===== config.mk =====
export PLATFORM = sky130hd
export DESIGN_NAME = sw_request_conditioner
export DESIGN_NICKNAME = d
export VERILOG_FILES = /design/src/rtl/sw_pkg.sv /design/src/rtl/sw_debounce_ch.sv /design/src/rtl/sw_request_conditioner.sv
export SDC_FILE = /design/constraint.sdc
export NUM_CORES = 1
export LEC_CHECK = 0
export CAP_MARGIN = 20
export CORE_MARGIN = 3
export CORE_UTILIZATION = 60
export DETAILED_ROUTE_END_ITERATION = 6
export GPL_TIMING_DRIVEN = 1
export PLACE_DENSITY = 0.95
export REMOVE_ABC_BUFFERS = 1
export SYNTH_ARGS = -nofsm -noshare
export SYNTH_HDL_FRONTEND = slang
export SYNTH_SLANG_ARGS = --single-unit

===== constraint.sdc =====
create_clock -name clk -period 4.2 [get_ports clk]
set_input_delay 0.63 -clock clk [delete_from_list [all_inputs] [get_ports clk]]
set_output_delay 0.63 -clock clk [all_outputs]
set_load 0.02 [all_outputs]

===== src/rtl/sw_pkg.sv =====
// Shared constants, counter-width helper and request FSM state type for the
// switch request conditioner.
package sw_pkg;

    localparam int unsigned DEBOUNCE_CYCLES_DEF = 1000000;

    // Width able to hold DEBOUNCE_CYCLES-1, never below one bit.
    function automatic int unsigned sw_cnt_w(input int unsigned cycles);
        return (cycles < 2) ? 1 : $clog2(cycles);
    endfunction

    typedef enum logic {
        REQ_IDLE,
        REQ_PEND
    } req_state_e;

endpackage


===== src/rtl/sw_debounce_ch.sv =====
// Single switch channel: two-flop synchroniser followed by a debounce counter.
// Emits the committed level and a one-cycle pulse on a committed 0->1 edge.
module sw_debounce_ch
    import sw_pkg::*;
#(
    parameter int unsigned DEBOUNCE_CYCLES = DEBOUNCE_CYCLES_DEF
) (
    input  logic clk_i,
    input  logic reset_i,
    input  logic sw_i,
    output logic level_o,
    output logic press_pulse_o
);

    localparam int unsigned CNT_W = sw_cnt_w(DEBOUNCE_CYCLES);
    localparam logic [CNT_W-1:0] CntLast = CNT_W'(DEBOUNCE_CYCLES - 1);

    logic             sync1_q, sync2_q;
    logic             level_q, level_d;
    logic [CNT_W-1:0] cnt_q, cnt_d;

    always_comb begin
        cnt_d   = cnt_q;
        level_d = level_q;
        if (sync2_q == level_q) begin
            cnt_d = '0;
        end else if (cnt_q == CntLast) begin
            level_d = sync2_q;
            cnt_d   = '0;
        end else begin
            cnt_d = cnt_q + CNT_W'(1);
        end
    end

    always_ff @(posedge clk_i) begin
        if (reset_i) begin
            sync1_q <= 1'b0;
            sync2_q <= 1'b0;
            level_q <= 1'b0;
            cnt_q   <= '0;
        end else begin
            sync1_q <= sw_i;
            sync2_q <= sync1_q;
            level_q <= level_d;
            cnt_q   <= cnt_d;
        end
    end

    assign level_o       = level_q;
    // Combinational so the request latch can rise on the same edge as the level.
    assign press_pulse_o = level_d & ~level_q;

endmodule


===== src/rtl/sw_request_conditioner.sv =====
// Switch front end: per-channel debounce, latched requests with valid/ack and
// sticky overflow. SW_PRESS_COUNT_EN adds saturating per-channel press counters.
module sw_request_conditioner
    import sw_pkg::*;
#(
    parameter int unsigned NUM_SW          = 3,
    parameter int unsigned DEBOUNCE_CYCLES = DEBOUNCE_CYCLES_DEF
) (
    input  logic                  clk,
    input  logic                  reset,
    input  logic [NUM_SW-1:0]     sw_in,
    input  logic [NUM_SW-1:0]     req_ack,
    input  logic                  ovf_clr,
    output logic [NUM_SW-1:0]     sw_level,
    output logic [NUM_SW-1:0]     req_valid,
    output logic [NUM_SW-1:0]     req_ovf,
    output logic [8*NUM_SW-1:0]   press_cnt
);

    logic [NUM_SW-1:0] press;

    for (genvar i = 0; i < NUM_SW; i++) begin : g_ch
        req_state_e state_q;
        logic       ovf_q;

        sw_debounce_ch #(
            .DEBOUNCE_CYCLES(DEBOUNCE_CYCLES)
        ) u_debounce (
            .clk_i        (clk),
            .reset_i      (reset),
            .sw_i         (sw_in[i]),
            .level_o      (sw_level[i]),
            .press_pulse_o(press[i])
        );

        always_ff @(posedge clk) begin
            if (reset) begin
                state_q <= REQ_IDLE;
                ovf_q   <= 1'b0;
            end else begin
                case (state_q)
                    REQ_IDLE: if (press[i]) state_q <= REQ_PEND;
                    // A press landing with the ack re-arms the request immediately.
                    REQ_PEND: if (req_ack[i] && !press[i]) state_q <= REQ_IDLE;
                    default:  state_q <= REQ_IDLE;
                endcase
                if (state_q == REQ_PEND && press[i] && !req_ack[i]) begin
                    ovf_q <= 1'b1;
                end else if (ovf_clr) begin
                    ovf_q <= 1'b0;
                end
            end
        end

        assign req_valid[i] = (state_q == REQ_PEND);
        assign req_ovf[i]   = ovf_q;

`ifdef SW_PRESS_COUNT_EN
        logic [7:0] pcnt_q;

        always_ff @(posedge clk) begin
            if (reset) begin
                pcnt_q <= 8'd0;
            end else if (press[i] && pcnt_q != 8'hFF) begin
                pcnt_q <= pcnt_q + 8'd1;
            end
        end

        assign press_cnt[8*i +: 8] = pcnt_q;
`endif
    end

`ifndef SW_PRESS_COUNT_EN
    assign press_cnt = '0;
`endif

endmodule


==> results of run 1 <==
==> cell type report <==
cell class                      instances  share of cell area
Inverter                               10              0.0101
Timing Repair Buffer                   20              0.0521
Clock inverter                          3             0.00406
Multi-Input combinational cell        293               0.465
Clock buffer                           12              0.0392
Tap cell                               72              0.0243
Sequential cell                        75               0.406
==> report_power, final <==
group | switching, W | total, W | internal (W)
clock | 0.000246 | 0.000471 | 0.000225
combinational | 0.0000297 | 0.0000407 | 0.0000110
sequential | 0.00000218 | 0.000716 | 0.000714
==> placed cells by master, fill, tap and decap left out, types with 5 or more instances in the layout <==
master	n
a21oi_1	23
and3_1	6
and4_1	5
clkbuf_8	10
clkdlybuf4s50_1	17
conb_1	24
dfxtp_1	75
inv_1	10
nand2_1	22
nand3_1	22
nand4_1	16
nor2_1	48
nor2b_1	7
nor4_1	8
o21ai_0	11
o31ai_1	12
or3_1	11
or4_1	13
xnor2_1	20
xor2_1	20
==> Yosys cell counts <==
| cell type | n |
|---|---|
| xnor2_1 | 20 |
| and2_1 | 1 |
| nor3_1 | 2 |
| conb_1 | 1 |
| and4_1 | 5 |
| buf_2 | 1 |
| nand3_2 | 1 |
| and4_2 | 1 |
| nand2b_1 | 3 |
| o21ai_0 | 14 |
| xor2_1 | 20 |
| nor4bb_1 | 1 |
| nor2_1 | 48 |
| nand2_1 | 22 |
| nor2b_1 | 7 |
| nor4b_1 | 3 |
| nand4_1 | 16 |
| or4_1 | 13 |
| o31ai_1 | 12 |
| dfxtp_1 | 75 |
| and3_1 | 6 |
| nor3b_1 | 2 |
| nand4b_1 | 3 |
| and3b_1 | 1 |
| or3_1 | 11 |
| and4b_1 | 1 |
| inv_1 | 10 |
| ha_1 | 3 |
| a21oi_1 | 23 |
| nor4_1 | 8 |
| nand3_1 | 22 |
| clkbuf_1 | 12 |
| buf_4 | 34 |
==> how the worst max path moves through the flow <==
stage,startpoint,end,slack [ps],cells past startpoint
6_report,g_ch[2].u_debounce.level_o,sw_level[2],2180,1
5_1_grt,g_ch[0].u_debounce.cnt_q[0],g_ch[0].ovf_q,2130,4
4_1_cts,g_ch[1].u_debounce.level_o,sw_level[1],2180,1
3_5_place_dp,reset,g_ch[0].u_debounce.cnt_q[10],2020,5
3_3_place_gp,reset,g_ch[1].u_debounce.cnt_q[11],2070,5
2_1_floorplan,g_ch[2].u_debounce.cnt_q[0],g_ch[2].u_debounce.cnt_q[10],1910,5
==> sequential cells by signal, indices dropped and copies added (netlist names) <==
register                 cells
g_ch.u_debounce.level_o      3
g_ch.state_q                 3
g_ch.u_debounce.sync2_q      3
g_ch.u_debounce.cnt_q       60
g_ch.ovf_q                   3
g_ch.u_debounce.sync1_q      3
==> metrics by stage <==
step,instances,area (µm²),hold WS [ps],utilization,total power [W]
finish,485,3700,448,0.664,0.00123
global route,485,3700,472,0.664,0.00127
CTS,485,3700,457,0.664,0.00123
detailed placement,470,3540,424,0.635,0.000773
global placement,470,3540,417,0.635,0.000772
floorplan,378,3260,414,-,0.000759
==> per-layer routing <==
metal,part of all wire,track usage,vias up
met5,0,0,-
met4,0.026,0.0963,0
met3,0.053,0.0672,16
met2,0.47,0.323,79
met1,0.45,0.240,1292
li1,-,-,1367
==> cell families (layout without fill, tap and decap cells) <==
kind of cell / count (synthesis) / in the layout / share of synthesized area
AOI/OAI and AO/OA: 49 / 49 / 0.0792
xor gates and xnor gates: 40 / 40 / 0.101
adders and majority gates: 3 / 3 / 0.0108
buffers and inverters: 57 / 45 / 0.0986
DFF: 75 / 75 / 0.432
other: 1 / 24 / 0.00108
and+or+nand+nor: 177 / 177 / 0.278
==> results.cfg, run 1 <==
[run_status]
status = finished, final reports clean

[grt]
antenna_found_initial = 0
grt_pass1_vias = 2434
grt_max_degree = 21
grt_overflow_total = 0
grt_pass1_wl_um = 10400
grt_usage = 0.201

[floorplan]
die_w_um = 82.1
die_h_um = 82.1
ios = 42
die-area_um2 = 6740
initial_utilization = 0.624
num_rows = 27
core_um2 = 5570

[sta]
rsz0062_at_grt = no
report.final.slew_viol_count = 0
setup_total_negative_slack_ps = 0
tightest_slew_ps = 619
max_clock_freq_ghz = 0.495
finalClockSkew_ps = 8.94
fin_crit_sh = 0.481
hold_viol = 0
relSlewSlack = 0.586
min_period_ps = 2020
setup_viol = 0
fin_ws_ps = 2180

[layout]
area_growth_pct = 6.44
fillerInstances = 442
nets = 421
seq_area_um2 = 1500
drive_gt1_frac = 0.0436
antenna_cells = 0
multi_input_area_um2 = 1720

[clock_network]
clock_latency_ps = 350
cts_buffers = 9
cts.sink_count = 75
post_cts_resized = 0
clockBufferDepth = 2
cts.clk_slew.worst_paths_ps = 70
h-tree-depth = 3
root_buffer = clkbuf_8
cts_setup_buffers = 0
cts_tree = built
cts_hold_buf = 0

[drt]
drtIter0Drc = 151
num_vias = 2754
ant_nets = 0
wire_per_inst_um = 13.2
wirelength_um = 6420
drc = 0
first_pass_iters = 4
vias_per_cell = 5.68

[critical_path]
r2r_cells = 5
path_buf_inv = 1
critPathMaxFanout = 4
endpoint_kind = output port
startpoint_type = register
crit_family = buffers and inverters
max_stage_delay_ps = 640
crit_chain = clkdlybuf4s50_1
crit_path_top_delay_cell = clkdlybuf4s50_1
reg2reg_slack_ps = 2280
cp_data_required_time_ps = 3570
r2r_end = g_ch[2].ovf_q
worstSetupPathType = register to output port
critPathArrivalTime_ps = 1390
r2r_start = g_ch[2].u_debounce.cnt_q[0]

[yosys]
synthDistinctLibCells = 33
syn_inst = 402
syn_area_um2 = 3480
synth-seq-cells = 75
yosys.area.top_type = dfxtp_1
ys_seq_area_frac = 0.432
yosys_warnings = 0
avgSynthCellArea_um2 = 8.65
synth_top_area_frac = 0.432
synthTopCellsByArea = dfxtp_1 (43%), buf_4 (7.3%), nor2_1 (5.2%)

[hold_path]
hold_start = g_ch[2].u_debounce.sync1_q
min_path_cells = 1
hold_path.class = register to register
hold_end = g_ch[2].u_debounce.sync2_q

[run]
cap_violations = 0

[placement]
dp_slack_ps = 2020
routabilityCongestion = 0.862
io_buffer_count = 17
dp_hpwl_um = 4500

[power_and_ir_drop]
powerDensity_nw_per_um2 = 332
worst_ir_drop_vdd_v = 0.000225
leakagePower_nw = 1.16
Power figures use the tool's default switching activity.
==> inputs of run 2 (changes only) <==
--- a/config.mk
+++ b/config.mk
@@ -7,10 +7,10 @@
 export LEC_CHECK = 0
 export CAP_MARGIN = 20
 export CORE_MARGIN = 3
-export CORE_UTILIZATION = 60
+export CORE_UTILIZATION = 55
 export DETAILED_ROUTE_END_ITERATION = 6
 export GPL_TIMING_DRIVEN = 1
-export PLACE_DENSITY = 0.95
+export PLACE_DENSITY = 0.89
 export REMOVE_ABC_BUFFERS = 1
 export SYNTH_ARGS = -nofsm -noshare
 export SYNTH_HDL_FRONTEND = slang
==> constraint.sdc (replaced) <==
create_clock -name clk -period 2.1 [get_ports clk]
set_input_delay 0.315 -clock clk [delete_from_list [all_inputs] [get_ports clk]]
set_output_delay 0.315 -clock clk [all_outputs]
set_load 0.02 [all_outputs]
==> run 2 against run 1 <==
Routed wire length is 1.2% higher. Clock power grew to 2.8 times the previous value. Die area up 8.4%. Final area increased by 3.3%. Register-to-register slack got worse by 2100 ps. Hold slack improved by 5.5 ps. Sequential share of layout area down 1.3 points. Global-route usage decreased by 0.75 points. Non-clock buffer count grew 5. Core utilization down 2.9 points. First-iteration DRC count shrank 44%. Setup slack lost 2000 ps. Critical path type is now register to register. Largest power group unchanged. Highest routed layer unchanged.
==> results.cfg, run 2 (synthesis gave the netlist of run 1 again) <==
[run_status]
status = finished, final reports clean

[drt]
drc = 0
wire_per_inst_um = 13.1
num_vias = 2723
wirelength_um = 6490
drtIter0Drc = 85
vias_per_cell = 5.51
ant_nets = 0
first_pass_iters = 4

[clock_network]
cts_tree = built
cts.clk_slew.worst_paths_ps = 80
clock_latency_ps = 340
h-tree-depth = 3
cts.sink_count = 75
cts_hold_buf = 0
root_buffer = clkbuf_8
clockBufferDepth = 2
cts_setup_buffers = 0
post_cts_resized = 0
cts_buffers = 9

[placement]
placed_cell_area_um2 = 3580
io_buffer_count = 17
routabilityCongestion = 0.873
dp_hpwl_um = 4710

[critical_path]
reg2reg_slack_ps = 160
critPathArrivalTime_ps = 2210
critPathMostFrequentCell = or4_1
max_stage_delay_ps = 650
worstSetupStartpoint = g_ch[1].u_debounce.cnt_q[10]
r2r_end = g_ch[1].u_debounce.cnt_q[19]
critPathCapture = g_ch[1].u_debounce.cnt_q[19]
startpoint_type = register
crit_path_top_delay_cell = or4_1
crit_chain = nand4_1 > or4_1 > or4_1 > a21oi_1
critPathMaxFanout = 8
cp.depth = 4
path_buf_inv = 0
cp_data_required_time_ps = 2370
r2r_cells = 4
endpoint_kind = register
crit_family = simple AND/OR/NAND/NOR gates
worstSetupPathType = register to register
r2r_start = g_ch[1].u_debounce.cnt_q[10]

[grt]
grt_pass1_vias = 2590
grt_pass1_wl_um = 11500
grt_use_met3 = 0.0346
met1_usage = 0.239
grt_overflow_total = 0
grt_max_degree = 21
grt.busiest_layer = met2
antenna_found_initial = 0
grt_usage = 0.193
met2_usage = 0.328

[sta]
whs_ps = 453
min_period_ps = 1940
hold_viol = 0
rsz0062_at_grt = no
setup_viol = 0
report.final.slew_viol_count = 0
max_clock_freq_ghz = 0.515
setup_total_negative_slack_ps = 0
finalClockSkew_ps = 9.12
fin_crit_sh = 0.925

[floorplan]
die_h_um = 85.5
core_um2 = 6030
ios = 42
num_rows = 28
initial_utilization = 0.577
die_w_um = 85.5
die-area_um2 = 7310

[layout]
final_util = 0.635
final_cell_mix = dfxtp_1 (75), nor2_1 (48), conb_1 (24), a21oi_1 (23)
nets = 426
antenna_cells = 0
area_growth_pct = 9.97
drive_gt1_frac = 0.0597
largest_reg_flops = 60
postLayoutCellArea_um2 = 3820
final_common_cell = dfxtp_1
top_register = g_ch.u_debounce.cnt_q

[power_and_ir_drop]
worst_ir_drop_vdd_v = 0.000563
powerDensity_nw_per_um2 = 745
leakagePower_nw = 1.22

[hold_path]
hold_path.class = register to register

[run]
cap_violations = 0
-- run 2: changes by cell type in the layout (fill, tap and decap cells not counted), sizes merged --
cell,previous run,this run
buf,3,8
clkinv,3,2
bufinv,0,3
clkbuf,12,11
-- run 2: worst min path at each step --
stage                                          start  slack [ps]                         end  cells after the start
after detailed placement               g_ch[0].ovf_q         450               g_ch[0].ovf_q                      2
after floorplan                                reset         380             g_ch[0].state_q                      1
after global routing      g_ch[2].u_debounce.sync1_q         460  g_ch[2].u_debounce.sync2_q                      1
after global placement    g_ch[0].u_debounce.sync1_q         420  g_ch[0].u_debounce.sync2_q                      1
after CTS                 g_ch[2].u_debounce.sync1_q         460  g_ch[2].u_debounce.sync2_q                      1
final                     g_ch[2].u_debounce.sync1_q         450  g_ch[2].u_debounce.sync2_q                      1
-- run 2: final cells by class --
type / instances / area, µm²
well taps: 75 / 93.8
multi-input cells: 293 / 1720
fillers: 479 / 2200
inverters: 10 / 37.5
clock inverters: 5 / 100
repair buffers: 25 / 230
clock buffers: 11 / 141
flip-flops and latches: 75 / 1500
-- run 2: report_power, final --
group	total, W	internal [W]	switching [W]	leakage, nW
Combinational	0.0000871	0.0000251	0.0000621	0.489
Clock	0.00133	0.000819	0.000510	0.123
Sequential	0.00143	0.00143	0.00000432	0.605
-- run 2: routing by layer --
layer | wire length, µm | vias up
met5 | 0 | -
met2 | 3220 | 77
met4 | 78 | 0
li1 | - | 1377
met3 | 282 | 10
met1 | 2920 | 1259
-- run 2: metrics by stage --
step / setup WS [ps] / total power, W / instances
detailed placement: 170 / 0.00155 / 478
CTS: 157 / 0.00286 / 494
global route: 70.9 / 0.00294 / 494
floorplan: -195 / 0.00152 / 378
finish: 158 / 0.00285 / 494
global placement: 260 / 0.00155 / 478
==> inputs of run 3 (changes only) <==
--- a/config.mk
+++ b/config.mk
@@ -7,10 +7,10 @@
 export LEC_CHECK = 0
 export CAP_MARGIN = 20
 export CORE_MARGIN = 3
-export CORE_UTILIZATION = 55
+export CORE_UTILIZATION = 25
 export DETAILED_ROUTE_END_ITERATION = 6
 export GPL_TIMING_DRIVEN = 1
-export PLACE_DENSITY = 0.89
+export PLACE_DENSITY = 0.52
 export REMOVE_ABC_BUFFERS = 1
 export SYNTH_ARGS = -nofsm -noshare
 export SYNTH_HDL_FRONTEND = slang
==> run 3 against run 2 <==
Combinational power down 3.9%. Global-route usage shrank 10 points. Sequential power about the same. Highest routed layer unchanged. Hold slack got worse by 1.1 ps. Routed wire length increased by 1.1%. Setup slack improved by 20 ps. Critical path depth stayed put. Power grew 11%. Fmax is 1.0% higher. Flip-flop and latch count is the same. Final area rose by 5.1%. Register-to-register slack better by 20 ps.
==> results.cfg, run 3 (synthesis gave the netlist of run 1 again) <==
[grt]
antenna_found_initial = 0
grt.busiest_layer = met2
grt_pass1_wl_um = 11300
grt_usage = 0.0927
met1_usage = 0.119
grt_max_degree = 21
grt_pass1_vias = 2481
grt_use_met3 = 0.0177
met2_usage = 0.142
grt_overflow_total = 0

[layout]
antenna_cells = 0
largest_reg_flops = 60
drive_gt1_frac = 0.0576
area_growth_pct = 15.5
final_common_cell = dfxtp_1
postLayoutCellArea_um2 = 4020
seq_area_um2 = 1500
final_cell_mix = dfxtp_1 (75), nor2_1 (48), conb_1 (24), a21oi_1 (23)
fillerInstances = 1399
final_util = 0.300
nets = 425
multi_input_area_um2 = 1720
top_register = g_ch.u_debounce.cnt_q

[clock_network]
post_cts_resized = 0
cts.sink_count = 75
cts_tree = built
clock_latency_ps = 330
root_buffer = clkbuf_16
cts_hold_buf = 0
cts_buffers = 9
cts_setup_buffers = 0
h-tree-depth = 3
cts.clk_slew.worst_paths_ps = 60
clockBufferDepth = 2

[critical_path]
critPathMaxFanout = 8
path_buf_inv = 0
crit_chain = nand4_1 > or4_1 > or4_1 > a21oi_1
max_stage_delay_ps = 640
critPathArrivalTime_ps = 2190
endpoint_kind = register
crit_family = simple AND/OR/NAND/NOR gates
startpoint_type = register
critPathMostFrequentCell = or4_1
r2r_cells = 4
worstSetupPathType = register to register
crit_path_top_delay_cell = or4_1
cp.depth = 4
cp_data_required_time_ps = 2360

[sta]
min_period_ps = 1920
setup_viol = 0
hold_viol = 0
whs_ps = 452
finalClockSkew_ps = 7.29
max_clock_freq_ghz = 0.520
fin_crit_sh = 0.916
report.final.slew_viol_count = 0
rsz0062_at_grt = no
setup_total_negative_slack_ps = 0

[drt]
drtIter0Drc = 128
num_vias = 2640
drc = 0
vias_per_cell = 4.45
wire_per_inst_um = 11.1
wirelength_um = 6570
ant_nets = 0
first_pass_iters = 4

[run]
cap_violations = 0

[power_and_ir_drop]
powerDensity_nw_per_um2 = 784
p_comb_frac = 0.027
power_w = 0.00315
p_sw_w = 0.000636
intPower_w = 0.00251
worst_ir_drop_vdd_v = 0.000435
leakagePower_nw = 1.24
pwr-share-clk = 0.518
swShare = 0.202
power_frac_seq = 0.455

[run_status]
status = finished, final reports clean

[hold_path]
min_path_cells = 2
hold_path.class = register to register

[floorplan]
die_w_um = 124
die_h_um = 124
core_um2 = 13400
num_rows = 42
initial_utilization = 0.259
ios = 42
die-area_um2 = 15400

[placement]
io_buffer_count = 17
dp_hpwl_um = 4670
routabilityCongestion = 0.778
placed_cell_area_um2 = 3700
-- run 3: changes by cell type in the layout (fill, tap and decap cells not counted) --
cell / change
clkbuf_8: -9
bufinv_16: -1
clkbuf_1: -1
clkinvlp_4: +1
buf_4: -1
clkbuf_16: +9
-- run 3: cell type report --
class | count | area share
multi-input combinational | 293 | 0.428
sequential | 75 | 0.374
clock buffer | 10 | 0.0595
timing repair buffer | 24 | 0.0554
tap | 176 | 0.0548
clock inverter | 5 | 0.0193
inverter | 10 | 0.00934
-- run 3: tightest hold or removal path: stages, from the launching register on --
cell     delay [ps]
dfxtp_1         320
nand2_1          50
o31ai_1          50
-- run 3: metal layers --
layer	share of wire	up-vias
met5	0	-
met4	0.032	0
met3	0.040	15
met2	0.44	46
met1	0.49	1205
li1	-	1374
-- run 3: power by group through the flow --
stage	logic, W	clock network, W	registers, W
2_1_floorplan	0.0000533	0	0.00146
3_3_place_gp	0.0000837	0	0.00147
3_5_place_dp	0.0000840	0	0.00147
4_1_cts	0.0000842	0.00168	0.00143
5_1_grt	0.0000937	0.00173	0.00143
6_report	0.0000837	0.00163	0.00143
-- run 3: worst paths after layout --
check / startpoint / endpoint / slack, ps
setup / recovery: g_ch[1].u_debounce.cnt_q[10] / g_ch[1].u_debounce.cnt_q[19] / 180
hold / removal: g_ch[1].ovf_q / g_ch[1].ovf_q / 450
hold reg to reg: g_ch[1].ovf_q / g_ch[1].ovf_q / 450
setup reg to reg: g_ch[1].u_debounce.cnt_q[10] / g_ch[1].u_debounce.cnt_q[19] / 180
-- run 3: per-stage QoR --
step | cells | setup slack (ps)
2_1_floorplan | 378 | -195
3_3_place_gp | 578 | 221
3_5_place_dp | 578 | 181
4_1_cts | 593 | 162
5_1_grt | 593 | 33.4
6_report | 593 | 177
